### src/rtl/vga_timing_pkg.sv
// rtl/vga_timing_pkg.sv - VGA timing defaults, derived constants, FSM state and window helper
package vga_timing_pkg;

    localparam int CNT_W = 10;

    localparam int DEF_H_ACTIVE = 640;
    localparam int DEF_H_FP     = 16;
    localparam int DEF_H_SYNC   = 96;
    localparam int DEF_H_BP     = 48;
    localparam int DEF_V_ACTIVE = 480;
    localparam int DEF_V_FP     = 10;
    localparam int DEF_V_SYNC   = 2;
    localparam int DEF_V_BP     = 33;

    localparam int DEF_H_TOTAL  = DEF_H_ACTIVE + DEF_H_FP + DEF_H_SYNC + DEF_H_BP;
    localparam int DEF_V_TOTAL  = DEF_V_ACTIVE + DEF_V_FP + DEF_V_SYNC + DEF_V_BP;
    localparam int DEF_HS_START = DEF_H_ACTIVE + DEF_H_FP;
    localparam int DEF_HS_END   = DEF_HS_START + DEF_H_SYNC;
    localparam int DEF_VS_START = DEF_V_ACTIVE + DEF_V_FP;
    localparam int DEF_VS_END   = DEF_VS_START + DEF_V_SYNC;

    typedef enum logic {
        ST_IDLE = 1'b0,
        ST_RUN  = 1'b1
    } vga_state_e;

    // Half-open window test: lo <= v < hi
    function automatic logic in_range(input logic [CNT_W-1:0] v, input int lo, input int hi);
        return (int'(v) >= lo) && (int'(v) < hi);
    endfunction

endpackage

### src/rtl/vga_timing_gen_if.sv
// rtl/vga_timing_gen_if.sv - raster coordinate/sync bundle from the timing generator to renderers
interface vga_timing_gen_if #(
    parameter int FRAME_CNT_W = 8
);
    logic [9:0]             DrawX;
    logic [9:0]             DrawY;
    logic                   blank;
    logic                   hs;
    logic                   vs;
    logic                   line_start;
    logic                   frame_start;
    logic [FRAME_CNT_W-1:0] frame_count;

    modport master (
        output DrawX, DrawY, blank, hs, vs, line_start, frame_start, frame_count
    );

    modport slave (
        input DrawX, DrawY, blank, hs, vs, line_start, frame_start, frame_count
    );
endinterface

### src/rtl/vga_sync_delay.sv
// rtl/vga_sync_delay.sv - parameterized-depth shift register with per-bit reset values
module vga_sync_delay #(
    parameter int               WIDTH   = 3,
    parameter int               DEPTH   = 1,
    parameter logic [WIDTH-1:0] RST_VAL = '0
) (
    input  logic             i_clk,
    input  logic             i_rst_n,
    input  logic [WIDTH-1:0] i_data,
    output logic [WIDTH-1:0] o_data
);

    logic [WIDTH-1:0] r_pipe [DEPTH];

    always_ff @(posedge i_clk or negedge i_rst_n) begin
        if (!i_rst_n) begin
            for (int i = 0; i < DEPTH; i++) begin
                r_pipe[i] <= RST_VAL;
            end
        end else begin
            r_pipe[0] <= i_data;
            for (int i = 1; i < DEPTH; i++) begin
                r_pipe[i] <= r_pipe[i-1];
            end
        end
    end

    assign o_data = r_pipe[DEPTH-1];

endmodule

### src/rtl/vga_timing_gen.sv
// rtl/vga_timing_gen.sv - VGA raster timing generator; VGA_SYNC_ALIGN_EN delays hs/vs/frame_start by SYNC_DELAY
module vga_timing_gen
    import vga_timing_pkg::*;
#(
    parameter int H_ACTIVE    = DEF_H_ACTIVE,
    parameter int H_FP        = DEF_H_FP,
    parameter int H_SYNC      = DEF_H_SYNC,
    parameter int H_BP        = DEF_H_BP,
    parameter int V_ACTIVE    = DEF_V_ACTIVE,
    parameter int V_FP        = DEF_V_FP,
    parameter int V_SYNC      = DEF_V_SYNC,
    parameter int V_BP        = DEF_V_BP,
    parameter int SYNC_DELAY  = 1,
    parameter int FRAME_CNT_W = 8
) (
    input  logic              vga_clk,
    input  logic              reset_n,
    vga_timing_gen_if.master  o_vga
);

    localparam int H_TOTAL  = H_ACTIVE + H_FP + H_SYNC + H_BP;
    localparam int V_TOTAL  = V_ACTIVE + V_FP + V_SYNC + V_BP;
    localparam int HS_START = H_ACTIVE + H_FP;
    localparam int HS_END   = HS_START + H_SYNC;
    localparam int VS_START = V_ACTIVE + V_FP;
    localparam int VS_END   = VS_START + V_SYNC;

    localparam logic [CNT_W-1:0] H_LAST = CNT_W'(H_TOTAL - 1);
    localparam logic [CNT_W-1:0] V_LAST = CNT_W'(V_TOTAL - 1);

    vga_state_e             r_state, w_state_nxt;
    logic [CNT_W-1:0]       r_hc, r_vc, w_hc_nxt, w_vc_nxt;
    logic                   w_frame_wrap;
    logic                   r_hs, r_vs;
    logic [FRAME_CNT_W-1:0] r_frame_cnt;
    logic                   w_run, w_frame_start;

    always_comb begin
        w_state_nxt  = r_state;
        w_hc_nxt     = r_hc;
        w_vc_nxt     = r_vc;
        w_frame_wrap = 1'b0;
        case (r_state)
            ST_IDLE: begin
                w_state_nxt = ST_RUN;
                w_hc_nxt    = '0;
                w_vc_nxt    = '0;
            end
            ST_RUN: begin
                if (r_hc == H_LAST) begin
                    w_hc_nxt = '0;
                    if (r_vc == V_LAST) begin
                        w_vc_nxt     = '0;
                        w_frame_wrap = 1'b1;
                    end else begin
                        w_vc_nxt = r_vc + 1'b1;
                    end
                end else begin
                    w_hc_nxt = r_hc + 1'b1;
                end
            end
            default: w_state_nxt = ST_IDLE;
        endcase
    end

    // Syncs decode the next-state counters so the registered level lines up with hc/vc
    always_ff @(posedge vga_clk or negedge reset_n) begin
        if (!reset_n) begin
            r_state     <= ST_IDLE;
            r_hc        <= '0;
            r_vc        <= '0;
            r_hs        <= 1'b1;
            r_vs        <= 1'b1;
            r_frame_cnt <= '0;
        end else begin
            r_state <= w_state_nxt;
            r_hc    <= w_hc_nxt;
            r_vc    <= w_vc_nxt;
            r_hs    <= !in_range(w_hc_nxt, HS_START, HS_END);
            r_vs    <= !in_range(w_vc_nxt, VS_START, VS_END);
            if (w_frame_wrap) begin
                r_frame_cnt <= r_frame_cnt + FRAME_CNT_W'(1);
            end
        end
    end

    assign w_run         = (r_state == ST_RUN);
    assign w_frame_start = w_run && (r_hc == '0) && (r_vc == '0);

    assign o_vga.DrawX       = r_hc;
    assign o_vga.DrawY       = r_vc;
    assign o_vga.blank       = w_run && in_range(r_hc, 0, H_ACTIVE) && in_range(r_vc, 0, V_ACTIVE);
    assign o_vga.line_start  = w_run && (r_hc == '0);
    assign o_vga.frame_count = r_frame_cnt;

`ifdef VGA_SYNC_ALIGN_EN
    logic [2:0] w_sync_dly;

    vga_sync_delay #(
        .WIDTH   (3),
        .DEPTH   (SYNC_DELAY),
        .RST_VAL (3'b110)
    ) u_sync_delay (
        .i_clk   (vga_clk),
        .i_rst_n (reset_n),
        .i_data  ({r_hs, r_vs, w_frame_start}),
        .o_data  (w_sync_dly)
    );

    assign o_vga.hs          = w_sync_dly[2];
    assign o_vga.vs          = w_sync_dly[1];
    assign o_vga.frame_start = w_sync_dly[0];
`else
    logic w_unused_sync_delay;
    assign w_unused_sync_delay = (SYNC_DELAY != 0);

    assign o_vga.hs          = r_hs;
    assign o_vga.vs          = r_vs;
    assign o_vga.frame_start = w_frame_start;
`endif

endmodule
### src/flat_wrapper.sv
// flat-port wrapper written by rule: the top's interface ports become plain ports
module vga_timing_gen_flat import vga_timing_pkg::*;
#(
    parameter int H_ACTIVE    = DEF_H_ACTIVE,
    parameter int H_FP        = DEF_H_FP,
    parameter int H_SYNC      = DEF_H_SYNC,
    parameter int H_BP        = DEF_H_BP,
    parameter int V_ACTIVE    = DEF_V_ACTIVE,
    parameter int V_FP        = DEF_V_FP,
    parameter int V_SYNC      = DEF_V_SYNC,
    parameter int V_BP        = DEF_V_BP,
    parameter int SYNC_DELAY  = 1,
    parameter int FRAME_CNT_W = 8
)
  (vga_clk, reset_n, o_vga_DrawX, o_vga_DrawY, o_vga_blank, o_vga_hs, o_vga_vs, o_vga_line_start, o_vga_frame_start, o_vga_frame_count);
  vga_timing_gen_if #(.FRAME_CNT_W(FRAME_CNT_W)) o_vga_i ();
  input  logic vga_clk;
  input  logic reset_n;
  output wire logic [$bits(o_vga_i.DrawX)-1:0] o_vga_DrawX;
  output wire logic [$bits(o_vga_i.DrawY)-1:0] o_vga_DrawY;
  output wire logic [$bits(o_vga_i.blank)-1:0] o_vga_blank;
  output wire logic [$bits(o_vga_i.hs)-1:0] o_vga_hs;
  output wire logic [$bits(o_vga_i.vs)-1:0] o_vga_vs;
  output wire logic [$bits(o_vga_i.line_start)-1:0] o_vga_line_start;
  output wire logic [$bits(o_vga_i.frame_start)-1:0] o_vga_frame_start;
  output wire logic [$bits(o_vga_i.frame_count)-1:0] o_vga_frame_count;
  assign o_vga_DrawX = o_vga_i.DrawX;
  assign o_vga_DrawY = o_vga_i.DrawY;
  assign o_vga_blank = o_vga_i.blank;
  assign o_vga_hs = o_vga_i.hs;
  assign o_vga_vs = o_vga_i.vs;
  assign o_vga_line_start = o_vga_i.line_start;
  assign o_vga_frame_start = o_vga_i.frame_start;
  assign o_vga_frame_count = o_vga_i.frame_count;
  vga_timing_gen #(.H_ACTIVE(H_ACTIVE), .H_FP(H_FP), .H_SYNC(H_SYNC), .H_BP(H_BP), .V_ACTIVE(V_ACTIVE), .V_FP(V_FP), .V_SYNC(V_SYNC), .V_BP(V_BP), .SYNC_DELAY(SYNC_DELAY), .FRAME_CNT_W(FRAME_CNT_W)) u_core (.vga_clk(vga_clk), .reset_n(reset_n), .o_vga(o_vga_i));
endmodule
### config.mk
export PLATFORM = sky130hd
export DESIGN_NAME = vga_timing_gen_flat
export DESIGN_NICKNAME = d
export VERILOG_FILES = /design/src/rtl/vga_timing_pkg.sv /design/src/rtl/vga_timing_gen_if.sv /design/src/rtl/vga_sync_delay.sv /design/src/rtl/vga_timing_gen.sv /design/src/flat_wrapper.sv
export SDC_FILE = /design/constraint.sdc
export NUM_CORES = 1
export LEC_CHECK = 0
export CORE_MARGIN = 3
export CORE_UTILIZATION = 48
export CTS_BUF_LIST = sky130_fd_sc_hd__clkbuf_4 sky130_fd_sc_hd__clkbuf_8
export CTS_CLUSTER_SIZE = 20
export DETAILED_ROUTE_END_ITERATION = 6
export GPL_TIMING_DRIVEN = 0
export PLACE_DENSITY = 0.8
export SLEW_MARGIN = 10
export SYNTH_ARGS = -nofsm -noshare
export SYNTH_HDL_FRONTEND = slang
export SYNTH_SLANG_ARGS = --single-unit
### constraint.sdc
create_clock -name vga_clk -period 2.4 [get_ports vga_clk]
set_input_delay 0.6 -clock vga_clk [delete_from_list [all_inputs] [get_ports vga_clk]]
set_output_delay 0.6 -clock vga_clk [all_outputs]
set_load 0.02 [all_outputs]
=== Word-level counts from Yosys, hierarchy flattened ===
Cells that the tools add are included.

* Bits in registers: 31
* Latch bits: 0
* RAM bits: 0
* Memory bits (read-only): 0
* Input port bits: 2
* Output and inout bits: 33
* Logic and storage cells: 36
* Memories kept: 0

* Add/sub/neg operators: 3
* Multiply operators: 0
* Div/mod/pow operators: 0
* Magnitude comparators: 6
* Equal/unequal tests: 2
* Shift-type cells: 0
* Muxes and demuxes: 8
* Bitwise operators: 1
* Reduce and logical (&&, ||, !) cells: 10

{| class="wikitable"
|+ Operators with widths
! kind !! number
|-
| $pmux 10 s2 || 2
|-
| $mux 10 || 3
|-
| $add 10x1->10 const B || 2
|-
| $eq 10x10->1 const B || 2
|-
| $logic_not 10->1 || 2
|-
| $lt 10x10->1 const B || 2
|-
| $lt 10x9->1 const B || 2
|-
| $ge 10x10->1 const B || 1
|-
| $ge 10x9->1 const B || 1
|-
| $add 8x1->8 const B || 1
|-
| $logic_and 1x1->1 || 6
|-
| $mux 1 || 3
|-
| $logic_not 1->1 || 2
|-
| $not 1->1 || 1
|}

=== Depth between registers and ports, before layout ===
Gate-level depths: netlist (run 1).

* Depth after elaboration: 7
* Depth in mapped cells: 8
* Mapped depth without buffers: 7

=== Least setup slack after synthesis (run 1) ===
No wires, ideal clock.

* Path type: register -> output
* Start point: register u_core.r_hc[6], in the netlist u_core.o_vga.DrawX[6]
* End point: output port o_vga_frame_start
* Arrival: 2,110 ps
* Data required time: 1,800 ps
* Setup slack: -310 ps
* Stages on the path, launching flop included: 6
* Buffers on the path: 1
* Path through: dfrtp_1 > clkbuf_1 > nor2_2 > nand3_1 > nor4_1 > and4_1

* Longest elaborated chain between the ends: 3

{| class="wikitable"
|+ RTL lines
! what !! line !! source
|-
| from (decl) || vga_timing_gen.sv:32 || <nowiki>logic [CNT_W-1:0] r_hc, r_vc, w_hc_nxt, w_vc_nxt;</nowiki>
|-
| from (signal assigned) || vga_timing_gen.sv:77 || <nowiki>r_hc <= w_hc_nxt;</nowiki>
|-
| $logic_not 10->1 || n/a ||
|-
| $logic_and 1x1->1 || n/a ||
|-
| named net o_vga_line_start || flat_wrapper.sv:24 || <nowiki>output wire logic [$bits(o_vga_i.line_start)-1:0] o_vga_line_start;</nowiki>
|-
| $logic_and 1x1->1 || vga_timing_gen.sv:88 || <nowiki>assign w_frame_start = w_run && (r_hc == '0) && (r_vc == '0);</nowiki>
|-
| to (decl) || flat_wrapper.sv:25 || <nowiki>output wire logic [$bits(o_vga_i.frame_start)-1:0] o_vga_frame_start;</nowiki>
|}

The timed path passes the listed nets, and every way through them passes these cells.

=== Worst setup path in the final report (run 1) ===
* Start point: register u_core.r_hc[7], in the netlist u_core.o_vga.DrawX[7]
* End point: output port o_vga_frame_start

* Longest elaborated chain between the ends: 3

{| class="wikitable"
|+ RTL lines
! what !! line
|-
| $logic_not 10->1 || vga_timing_gen.sv:88
|-
| $logic_and 1x1->1 (2 in series) || vga_timing_gen.sv:88
|}

Every way passes these cells.

==> reports/results.txt, run 1 <==
status -> complete, no violations
CP Launch Point -> u_core.o_vga.DrawX[7]
RSZ-0062 raised after global routing -> no
Diodes inserted -> 0
Max Root-Sink Buffers -> 2
final global-route overflow total -> 0
top_reg_cell synth -> dfrtp_1
DR DRC count -> 0
net count after synthesis -> 204
source-to-sink clock delay at the later pin of the worst-skew pair -> 0.28 ns
vertical die dimension -> 67.7 um
Hold Worst Slack -> 0.351 ns
fraction of the cycle the final worst path needs -> 94.7%
FFs w/ async S/R, synth -> 100%
area of the die -> 4580 um2
share of layout cells above drive strength 1 -> 15.2%
CTS clock-pin slew for the worst setup and hold paths -> 0.06 ns
count of hold buffers inserted by post-cts repair -> 0
core area -> 3490 um2
clk_skew -> 0.00310 ns
portion of total power attributed to combinational logic -> 6.5%
remaining max-slew budget at the tightest pin -> 55.4%
largest net degree at the start of global routing -> 32
Clock power frac -> 40.4%
post-detailed-route wirelength per cell -> 13.6 um
CTS tree -> built
path type of the worst setup path -> flop to output pin
Worst Path Required -> 1.80 ns
root buffer cell -> clkbuf_8
signal arrival time at the worst endpoint -> 1.67 ns
portion of total power attributed to sequential cells -> 53.1%
synthesized area per cell -> 9.27 um2
initial antenna violation count -> 0
number of synthesized flops with an enable pin -> 0
final setup violating endpoints -> 0
I/O Buffers -> 34
Max Slew Vio Count -> 0
number of vias per cell -> 5.46
Total Nets Final -> 244
antenna viol nets, final -> 0
path category of the worst min-delay check -> primary input to async pin
via count -> 1546
Detailed Place HPWL -> 2.76 mm
global-route wire length before repair -> 6.76 mm
post-synthesis to final-layout area growth -> 27.6%
leading cell types in the layout, fill and taps excluded -> clkdlybuf4s50_1 (30), dfrtp_1 (28), nor2_1 (20), xnor2_1 (17), nand2_1 (15)
Initial DRC Count -> 104
Period minus WS final -> 2.27 ns
P_sw -> 232 uW
pwr dens -> 432 nW/um2
part of the Yosys area used for sequential elements -> 42.6%
net switching fraction of the power -> 23.0%
top cells by area, synth -> dfrtp_1 (40%), xnor2_1 (8.2%), nor2_1 (4.3%)
detailed-routing iteration count for the pre-antenna-repair pass -> 4
maximum ir drop on the vdd rail -> 0.330 mV
slack of the worst reg-to-reg path -> 0.41 ns
GRT Util Overall -> 19.7%
internal portion of total power -> 776 uW
Cell Rows -> 21
leading cell type in the layout, fill and taps excluded -> clkdlybuf4s50_1
synthesis warning total -> 0
via count of the first global-routing pass -> 1467
area of the mapped netlist -> 1830 um2
area of all placed cells without fillers -> 2330 um2
initial core utilization -> 52.2%
max_cap viols -> 0
maximum clock rate -> 440 MHz
Inserted Clock Buffers -> 5
Area after DPL -> 2230 um2
instance count of the mapped netlist -> 197
chip width -> 67.7 um
LEAKAGE -> 0.973 nW
CTS Sinks -> 31
number of flip-flops and latches in the synthesized netlist -> 31
kind of start point of the critical path -> flop
sum of routed wire length over all layers -> 3.84 mm
library cell with the largest summed area after synthesis -> dfrtp_1
area share of the largest cell type after synthesis -> 39.8%
launching point of the worst reg2reg path -> u_core.o_vga.DrawX[1]
Worst Setup End Kind -> output pin
Ports -> 35
Worst Tran Pin Value -> 0.669 ns
endpoints failing hold -> 0
maximum fanout along the worst path -> 9
H-tree depth -> 2
count of distinct cell types in the synthesized netlist -> 45
Routability Congestion -> 0.845
==> sequential cells by signal, summed over array words and instances (netlist names) <==
register,count
u_core.o_vga.DrawX,10
u_core.r_state,1
u_core.o_vga.frame_count,8
u_core.o_vga.hs,1
u_core.o_vga.DrawY,10
u_core.o_vga.vs,1
==> repair_timing <==
item / 4_1_cts / 5_1_grt
resized for setup: 8 / 3
endpoints found under the setup margin: 3 / 2
setup buffers: 1 / 0
pin swaps: 2 / 2
==> critical path, cell delays in order (launching register included) <==
cell	delay, ns
dfrtp_1	0.38
buf_2	0.17
nor2_2	0.17
nand3_2	0.11
nor4_4	0.17
and4_1	0.24
buf_4	0.14
==> worst paths after layout <==
kind                                                     to  cells after the start
worst min-delay path                  u_core.o_vga.DrawX[7]                      1
worst min register to register  u_core.o_vga.frame_count[7]                      1
worst max-delay path                      o_vga_frame_start                      6
worst max register to register  u_core.o_vga.frame_count[1]                      6
min in group vga_clk            u_core.o_vga.frame_count[7]                      1
max in group asynchronous             u_core.o_vga.DrawX[0]                      1
==> layer usage <==
metal  up-vias  wire, um  global-route usage [%]
met1       734      1840                    26.2
li1        766         -                       -
met2        41      1760                    29.2
met4         0        42                    7.59
met3         5       209                    6.82
met5         -         0                       0
==> Yosys cell counts, types with 3 or more instances <==
cell type and instances:
a21oi_1 7, and3_1 4, buf_2 5, dfrtp_1 29, ha_1 5, inv_1 9
nand2_1 15, nand3_1 11, nand4_1 9, nor2_1 21, nor2_2 3, nor3_1 6
nor4_1 6, o21ai_0 4, xnor2_1 17, xor2_1 6
==> logic make-up (layout without fill, tap and decap cells) <==
family,after synthesis,count (layout),share of synthesized area [%]
buffers and inverters,19,59,4.73
adder cells (fa/ha/maj),5,5,3.43
other,1,1,0.205
XOR/XNOR,23,23,11.0
multiplexers,3,3,1.71
flip-flops,31,31,42.6
AND/OR/NAND/NOR,95,95,29.3
AO/OA/AOI/OAI,20,20,6.92
==> metrics by stage <==
stage	std cells	worst slack [ns]	setup TNS (ns)	power, mW	utilization (%)
floorplan	197	0.0608	0	0.578	-
global placement	277	-0.317	-0.437	0.613	64.1
detailed placement	277	-0.331	-0.462	0.613	63.9
CTS	283	0.0125	0	1.02	66.4
global route	283	0.00402	0	1.06	66.7
finish	283	0.127	0	1.01	66.7
==> power by group through the flow <==
stage	clock, mW	sequential (mW)	combinational (mW)
after CTS	0.419	0.534	0.0656
final	0.407	0.535	0.0657
after detailed placement	0	0.542	0.0711
after floorplan	0	0.547	0.0309
after global routing	0.448	0.536	0.0741
after global placement	0	0.542	0.0706
==> area by class of cell <==
| class | instances | area (um2) |
|---|---|---|
| clock inverter | 1 | 5.00 |
| tap | 46 | 57.6 |
| sequential | 31 | 779 |
| multi-input combinational | 147 | 988 |
| fill | 298 | 1160 |
| buffer | 8 | 45.0 |
| inverter | 9 | 33.8 |
| timing repair buffer | 35 | 338 |
| clock buffer | 6 | 82.6 |
Note: power is estimated with default switching activity, not from simulation.
==> run 2: changes to the inputs <==
Settings changed: SYNTH_HIERARCHICAL set to 1.
==> run 2 against run 1 <==
  * Clock power grew 13%
  * Area after synthesis fell by 3.4%
  * Worst setup slack better by 0.011 ns
  * Cell area decreased by 0.75%
  * Sequential share of layout area rose by 0.31 points
  * Hold slack got worse by 0.0065 ns
  * Flip-flop and latch count unchanged
  * Non-clock buffer count is 1 higher
  * Register-to-register slack worse by 0.27 ns
  * Sequential power barely moved
  * Via count fell by 3.9%
  * Cell count shrank 4.6%
  * Critical path type unchanged
  * Highest routed layer unchanged
==> reports/results.txt, run 2 <==
status -> complete, no violations (unchanged)
GRT Util Overall -> 19.0% (was 19.7%)
portion of total power attributed to combinational logic -> 6.5% (about the same)
antenna viol nets, final -> 0 (unchanged)
synthesized area per cell -> 9.91 um2 (was 9.27 um2)
leading cell type in the layout, fill and taps excluded -> clkdlybuf4s50_1 (unchanged)
final setup violating endpoints -> 0 (unchanged)
chip width -> 66.6 um (was 67.7 um)
cell at the slowest stage of the critical path -> dfrtp_2 (was dfrtp_1)
CTS Sinks -> 31 (unchanged)
vertical die dimension -> 66.6 um (was 67.7 um)
maximum fanout along the worst path -> 5 (was 9)
depth of the worst register-to-register path -> 8 (was 6)
core area -> 3440 um2 (was 3490 um2)
Clock power frac -> 43.3% (was 40.4%)
Post-synth top cells -> dfrtp_1 (29), nor2_1 (24), xnor2_1 (14), nand4_1 (13), xor2_1 (11) (was dfrtp_1 (29), nor2_1 (21), xnor2_1 (17), nand2_1 (15), nand3_1 (11))
worst path bufs/invs -> 2 (unchanged)
pwr dens -> 461 nW/um2 (was 432 nW/um2)
source-to-sink clock delay at the later pin of the worst-skew pair -> 0.29 ns (was 0.28 ns)
Fillers -> 287 (was 298)
Max Slew Vio Count -> 0 (unchanged)
slack of the worst reg-to-reg path -> 0.14 ns (was 0.41 ns)
share of layout cells above drive strength 1 -> 14.7% (was 15.2%)
via count of the first global-routing pass -> 1339 (was 1467)
H-tree depth -> 2 (unchanged)
clk_skew -> 0.00740 ns (was 0.00310 ns)
top_reg_cell synth -> dfrtp_1 (unchanged)
path type of the worst setup path -> flop to output pin (unchanged)
top cells by area, synth -> dfrtp_1 (41%), xnor2_1 (7.0%), xor2_1 (5.5%) (was dfrtp_1 (40%), xnor2_1 (8.2%), nor2_1 (4.3%))
leading cell types in the layout, fill and taps excluded -> clkdlybuf4s50_1 (30), dfrtp_1 (27), nor2_1 (24), xnor2_1 (14), nand4_1 (13) (was clkdlybuf4s50_1 (30), dfrtp_1 (28), nor2_1 (20), xnor2_1 (17), nand2_1 (15))
kind of start point of the critical path -> flop (unchanged)
maximum clock rate -> 442 MHz (was 440 MHz)
post-detailed-route wirelength per cell -> 14.1 um (was 13.6 um)
CTS tree -> built (unchanged)
synthesis warning total -> 6 (was 0)
path category of the worst min-delay check -> primary input to async pin (unchanged)
instance count of the mapped netlist -> 178 (was 197)
Total Nets Final -> 230 (was 244)
portion of total power attributed to sequential cells -> 50.2% (was 53.1%)
internal portion of total power -> 828 uW (was 776 uW)
maximum ir drop on the vdd rail -> 0.443 mV (was 0.330 mV)
final global-route overflow total -> 0 (unchanged)
net switching fraction of the power -> 22.4% (was 23.0%)
sum of routed wire length over all layers -> 3.80 mm (was 3.84 mm)
RSZ-0062 raised after global routing -> no (unchanged)
number of synthesized flops with an enable pin -> 0 (unchanged)
signal arrival time at the worst endpoint -> 1.66 ns (was 1.67 ns)
Ports -> 35 (unchanged)
Total Power -> 1.07 mW (was 1.01 mW)
number of flip-flops and latches in the synthesized netlist -> 31 (unchanged)
Worst Setup End Kind -> output pin (unchanged)
via count -> 1485 (was 1546)
most instantiated library cell after synthesis -> dfrtp_1 (unchanged)
count of distinct cell types in the synthesized netlist -> 42 (was 45)
area of the mapped netlist -> 1760 um2 (was 1830 um2)
LEAKAGE -> 1.01 nW (was 0.973 nW)
net count after synthesis -> 185 (was 204)
global-route wire length before repair -> 6.19 mm (was 6.76 mm)
Inserted Clock Buffers -> 5 (unchanged)
crit-path max cell delay -> 0.44 ns (was 0.38 ns)
number of vias per cell -> 5.50 (was 5.46)
Initial DRC Count -> 90 (was 104)
library cell with the largest summed area after synthesis -> dfrtp_1 (unchanged)
CTS clock-pin slew for the worst setup and hold paths -> 0.06 ns (about the same)
area of the die -> 4440 um2 (was 4580 um2)
DR DRC count -> 0 (unchanged)
launching point of the worst reg2reg path -> u_core/o_vga.DrawX[0] (was u_core.o_vga.DrawX[1])
sum of negative setup slack -> 0 ns (unchanged)
number of stages on the worst setup path -> 5 (was 6)
Period minus WS final -> 2.26 ns (was 2.27 ns)
area share of the largest cell type after synthesis -> 41.1% (was 39.8%)
fraction of the cycle the final worst path needs -> 94.3% (was 94.7%)
count of hold buffers inserted by post-cts repair -> 0 (unchanged)
delay-heaviest family, CP -> flip-flops (was simple AND/OR/NAND/NOR gates)
detailed-routing iteration count for the pre-antenna-repair pass -> 4 (unchanged)
max_cap viols -> 0 (unchanged)
Detailed Place HPWL -> 2.52 mm (was 2.76 mm)
Critical Path Sink -> o_vga_line_start (was o_vga_frame_start)
endpoints failing hold -> 0 (unchanged)
FFs w/ async S/R, synth -> 100% (unchanged)
part of the Yosys area used for sequential elements -> 44.1% (was 42.6%)
Diodes inserted -> 0 (unchanged)
Routability Congestion -> 0.878 (was 0.845)
Cell Rows -> 21 (unchanged)
I/O Buffers -> 34 (unchanged)
CP Launch Point -> u_core/o_vga.DrawX[0] (was u_core.o_vga.DrawX[7])
Worst Path Required -> 1.80 ns (about the same)
Worst Tran Pin Value -> 0.702 ns (was 0.669 ns)
P_sw -> 239 uW (was 232 uW)
Max Root-Sink Buffers -> 2 (unchanged)
root buffer cell -> clkbuf_8 (unchanged)
cell breakdown of the critical path -> inv_1 > ha_1 > nand2_1 > nor4_4 > dlygate4sd2_1 (was buf_2 > nor2_2 > nand3_2 > nor4_4 > and4_1 > buf_4)
initial core utilization -> 51.3% (was 52.2%)
Critical R2R Capture -> u_core/o_vga.vs (was u_core.o_vga.frame_count[1])
initial antenna violation count -> 0 (unchanged)
largest net degree at the start of global routing -> 32 (unchanged)
post-synthesis to final-layout area growth -> 31.1% (was 27.6%)
remaining max-slew budget at the tightest pin -> 52.9% (was 55.4%)
==> run 2: cell type report <==
class                           instances  area (um2)  area share [%]
Buffer                                  6        40.0            1.73
Clock buffer                            8         104            4.49
Inverter                                8        30.0            1.30
Multi-Input combinational cell        133         938            40.6
Sequential cell                        31         781            33.8
Tap cell                               46        57.6            2.49
Timing Repair Buffer                   38         362            15.6
==> run 2: how the worst min path moves through the flow <==
| stage | from | to | slack, ns | cells after the start |
|---|---|---|---|---|
| 2_1_floorplan | reset_n | u_core/o_vga.DrawX[0] | 0.30 | 0 |
| 3_3_place_gp | u_core/o_vga.frame_count[7] | u_core/o_vga.frame_count[7] | 0.46 | 1 |
| 3_5_place_dp | u_core/o_vga.frame_count[7] | u_core/o_vga.frame_count[7] | 0.46 | 1 |
| 4_1_cts | reset_n | u_core/o_vga.DrawY[2] | 0.37 | 1 |
| 5_1_grt | reset_n | u_core/o_vga.DrawY[7] | 0.40 | 1 |
| 6_report | reset_n | u_core/o_vga.DrawY[3] | 0.34 | 1 |
==> run 2: what timing repair did <==
action | in CTS | in global routing
setup buffers | 1 | 3
pin swaps | 1 | 1
endpoints found under the hold margin | 0 | 0
gates cloned | 0 | 0
resized for setup | 6 | 4
setup endpoints to repair | 2 | 2
==> run 2: logic make-up (layout without fill, tap and decap cells) <==
group           Yosys count  after routing  share of synthesized area (%)
simple gates             87             87                           29.1
flops                    31             31                           44.1
xor+xnor                 25             25                           12.4
buf+inv                  14             60                           3.83
compound gates           12             12                           4.96
fa+ha+maj                 5              5                           3.55
mux                       3              3                           1.84
other cells               1              1                          0.213
==> run 2: worst reg2reg max path, delay by kind of cell (launching register included) <==
family	cells	cell delay, ns
DFF	1	0.44
AOI/OAI and AO/OA	3	0.81
and+or+nand+nor	2	0.37
buffers and inverters	2	0.29
adders and majority gates	1	0.26
==> run 2: metal layers <==
| metal | global-route usage [%] | part of all wire (%) |
|---|---|---|
| met2 | 27.1 | 45 |
| met4 | 13.2 | 3.2 |
| met1 | 25.7 | 47 |
| met5 | 0 | 0 |
| met3 | 3.71 | 5.1 |
==> run 2: power groups by stage <==
stage | combinational (mW) | clock (mW) | sequential, mW
floorplan | 0.0274 | 0 | 0.549
global placement | 0.0658 | 0 | 0.545
detailed placement | 0.0656 | 0 | 0.545
CTS | 0.0641 | 0.473 | 0.536
global route | 0.0768 | 0.501 | 0.536
finish | 0.0694 | 0.461 | 0.536
==> run 2: metrics by stage <==
stage	worst slack [ns]	util, %	hold WS [ns]	cell area, um2	instances
finish	0.138	67.2	0.345	2310	270
global route	0.0291	67.2	0.404	2310	270
CTS	0.0174	66.6	0.370	2290	267
detailed placement	-0.241	63.1	0.464	2170	258
global placement	-0.234	63.2	0.462	2180	258
floorplan	0.0747	-	0.304	1780	178
==> run 3: changes to the inputs <==
Settings changed: CORE_ASPECT_RATIO set to 0.8, CORE_UTILIZATION 48 to 35, PLACE_DENSITY 0.8 to 0.56.
==> run 3 against run 2 <==
  * Sequential power hardly changed
  * Critical path type unchanged
  * Cell area down 0.49%
  * Via count down 2.6%
  * Largest power group unchanged
  * Wire length up 5.3%
==> reports/results.txt, run 3 (synthesized netlist as in run 2, its figures left out) <==
status -> complete, no violations (unchanged)
Worst Tran Pin Value -> 0.688 ns (was 0.702 ns)
vertical die dimension -> 69.5 um (was 66.6 um)
core area -> 4730 um2 (was 3440 um2)
final setup violating endpoints -> 0 (unchanged)
Area after DPL -> 2190 um2 (was 2170 um2)
P_sw -> 240 uW (was 239 uW)
number of vias per cell -> 5.11 (was 5.50)
endpoints failing hold -> 0 (unchanged)
GRT Util Overall -> 14.4% (was 19.0%)
remaining max-slew budget at the tightest pin -> 54.1% (was 52.9%)
path type of the worst setup path -> flop to output pin (unchanged)
cell at the slowest stage of the critical path -> dfrtp_2 (unchanged)
leading cell type in the layout, fill and taps excluded -> clkdlybuf4s50_1 (unchanged)
Worst Setup Slack, final -> 0.123 ns (was 0.138 ns)
number of stages on the worst setup path -> 6 (was 5)
clk_skew -> 0.00481 ns (was 0.00740 ns)
H-tree depth -> 2 (unchanged)
Period minus WS final -> 2.28 ns (was 2.26 ns)
Clock power frac -> 40.2% (was 43.3%)
Total Nets Final -> 229 (was 230)
share of layout cells above drive strength 1 -> 14.3% (was 14.7%)
CTS Sinks -> 31 (unchanged)
CTS tree -> built (unchanged)
Cell Rows -> 22 (was 21)
portion of total power attributed to sequential cells -> 53.3% (was 50.2%)
Detailed Place HPWL -> 2.86 mm (was 2.52 mm)
post-detailed-route wirelength per cell -> 14.1 um (about the same)
worst slack after detailed placement -> -0.320 ns (was -0.241 ns)
fraction of the cycle the final worst path needs -> 94.9% (was 94.3%)
I/O Buffers -> 34 (unchanged)
path category of the worst min-delay check -> primary input to async pin (unchanged)
Initial DRC Count -> 90 (unchanged)
depth of the worst register-to-register path -> 8 (unchanged)
Max Slew Vio Count -> 0 (unchanged)
source-to-sink clock delay at the later pin of the worst-skew pair -> 0.28 ns (was 0.29 ns)
area of the die -> 5930 um2 (was 4440 um2)
root buffer cell -> clkbuf_8 (unchanged)
maximum ir drop on the vdd rail -> 0.272 mV (was 0.443 mV)
initial antenna violation count -> 0 (unchanged)
LEAKAGE -> 0.988 nW (was 1.01 nW)
delay-heaviest family, CP -> simple AND/OR/NAND/NOR gates (was flip-flops)
count of hold buffers inserted by post-cts repair -> 0 (unchanged)
area of all placed cells without fillers -> 2300 um2 (was 2310 um2)
Diodes inserted -> 0 (unchanged)
max_cap viols -> 0 (unchanged)
chip width -> 85.4 um (was 66.6 um)
net switching fraction of the power -> 23.9% (was 22.4%)
final global-route overflow total -> 0 (unchanged)
Total Power -> 1.01 mW (was 1.07 mW)
Routability Congestion -> 0.893 (was 0.878)
initial core utilization -> 37.3% (was 51.3%)
detailed-routing iteration count for the pre-antenna-repair pass -> 4 (unchanged)
Worst Path Required -> 1.80 ns (about the same)
cell breakdown of the critical path -> inv_1 > ha_1 > nand2_1 > nor4_4 > and4_1 > buf_2 (was inv_1 > ha_1 > nand2_1 > nor4_4 > dlygate4sd2_1)
portion of total power attributed to combinational logic -> 6.5% (about the same)
via count of the first global-routing pass -> 1383 (was 1339)
Inserted Clock Buffers -> 5 (unchanged)
worst path bufs/invs -> 2 (unchanged)
RSZ-0062 raised after global routing -> no (unchanged)
kind of start point of the critical path -> flop (unchanged)
leading cell types in the layout, fill and taps excluded -> clkdlybuf4s50_1 (30), dfrtp_1 (27), nor2_1 (24), xnor2_1 (14), nand4_1 (13) (unchanged)
largest net degree at the start of global routing -> 32 (unchanged)
CTS clock-pin slew for the worst setup and hold paths -> 0.07 ns (was 0.06 ns)
maximum clock rate -> 439 MHz (was 442 MHz)
global-route wire length before repair -> 6.76 mm (was 6.19 mm)
post-synthesis to final-layout area growth -> 30.4% (was 31.1%)
pwr dens -> 437 nW/um2 (was 461 nW/um2)
sum of routed wire length over all layers -> 4.00 mm (was 3.80 mm)
Max Root-Sink Buffers -> 2 (unchanged)
internal portion of total power -> 766 uW (was 828 uW)
via count -> 1446 (was 1485)
maximum fanout along the worst path -> 6 (was 5)
antenna viol nets, final -> 0 (unchanged)
DR DRC count -> 0 (unchanged)
crit-path max cell delay -> 0.44 ns (about the same)
Ports -> 35 (unchanged)
signal arrival time at the worst endpoint -> 1.68 ns (was 1.66 ns)
Worst Setup End Kind -> output pin (unchanged)
==> run 3: timing repair <==
item,in CTS,in global routing
endpoints found under the setup margin,3,1
resized for setup,8,1
setup buffers,1,2
cloned,0,0
pin swaps,2,1
==> run 3: power groups by stage <==
| stage | combinational [mW] | sequential (mW) | clock [mW] |
|---|---|---|---|
| floorplan | 0.0274 | 0.549 | 0 |
| global placement | 0.0679 | 0.546 | 0 |
| detailed placement | 0.0674 | 0.546 | 0 |
| CTS | 0.0644 | 0.536 | 0.425 |
| global route | 0.0743 | 0.536 | 0.449 |
| finish | 0.0658 | 0.536 | 0.404 |
==> run 3: through the flow <==
step / TNS, ns / utilization [%] / hold WS, ns / instances
finish: 0 / 48.6 / 0.355 / 283
floorplan: 0 / - / 0.304 / 178
detailed placement: -0.445 / 46.2 / 0.465 / 272
CTS: 0 / 48.3 / 0.381 / 281
global placement: -0.388 / 46.4 / 0.462 / 272
global route: 0 / 48.6 / 0.424 / 283
==> run 3: final cells by class <==
class | count | area (um2)
timing repair buffer | 37 | 350
sequential | 31 | 781
inverter | 8 | 30.0
buffer | 6 | 37.5
multi-input combinational | 133 | 938
fill | 469 | 2430
tap | 60 | 75.1
clock inverter | 2 | 12.5
clock buffer | 6 | 76.3
==> run 3: worst paths after layout <==
check / to / from / slack [ns]
max: o_vga_frame_start / u_core/o_vga.DrawX[1] / 0.12
min: u_core/o_vga.DrawY[4] / reset_n / 0.36
max reg2reg: u_core/o_vga.vs / u_core/o_vga.DrawX[0] / 0.22
min reg2reg: u_core/o_vga.frame_count[7] / u_core/o_vga.frame_count[7] / 0.47
max in group asynchronous: u_core/o_vga.DrawX[0] / reset_n / 1.56
min in group vga_clk: u_core/o_vga.frame_count[7] / u_core/o_vga.frame_count[7] / 0.47
==> run 3: per-layer routing <==
layer / global-route usage [%] / up-vias / share of wire, %
li1: - / 720 / -
met1: 19.7 / 688 / 50
met2: 21.3 / 31 / 44
met3: 3.68 / 7 / 4.2
met4: 6.33 / 0 / 1.9
met5: 0 / - / 0
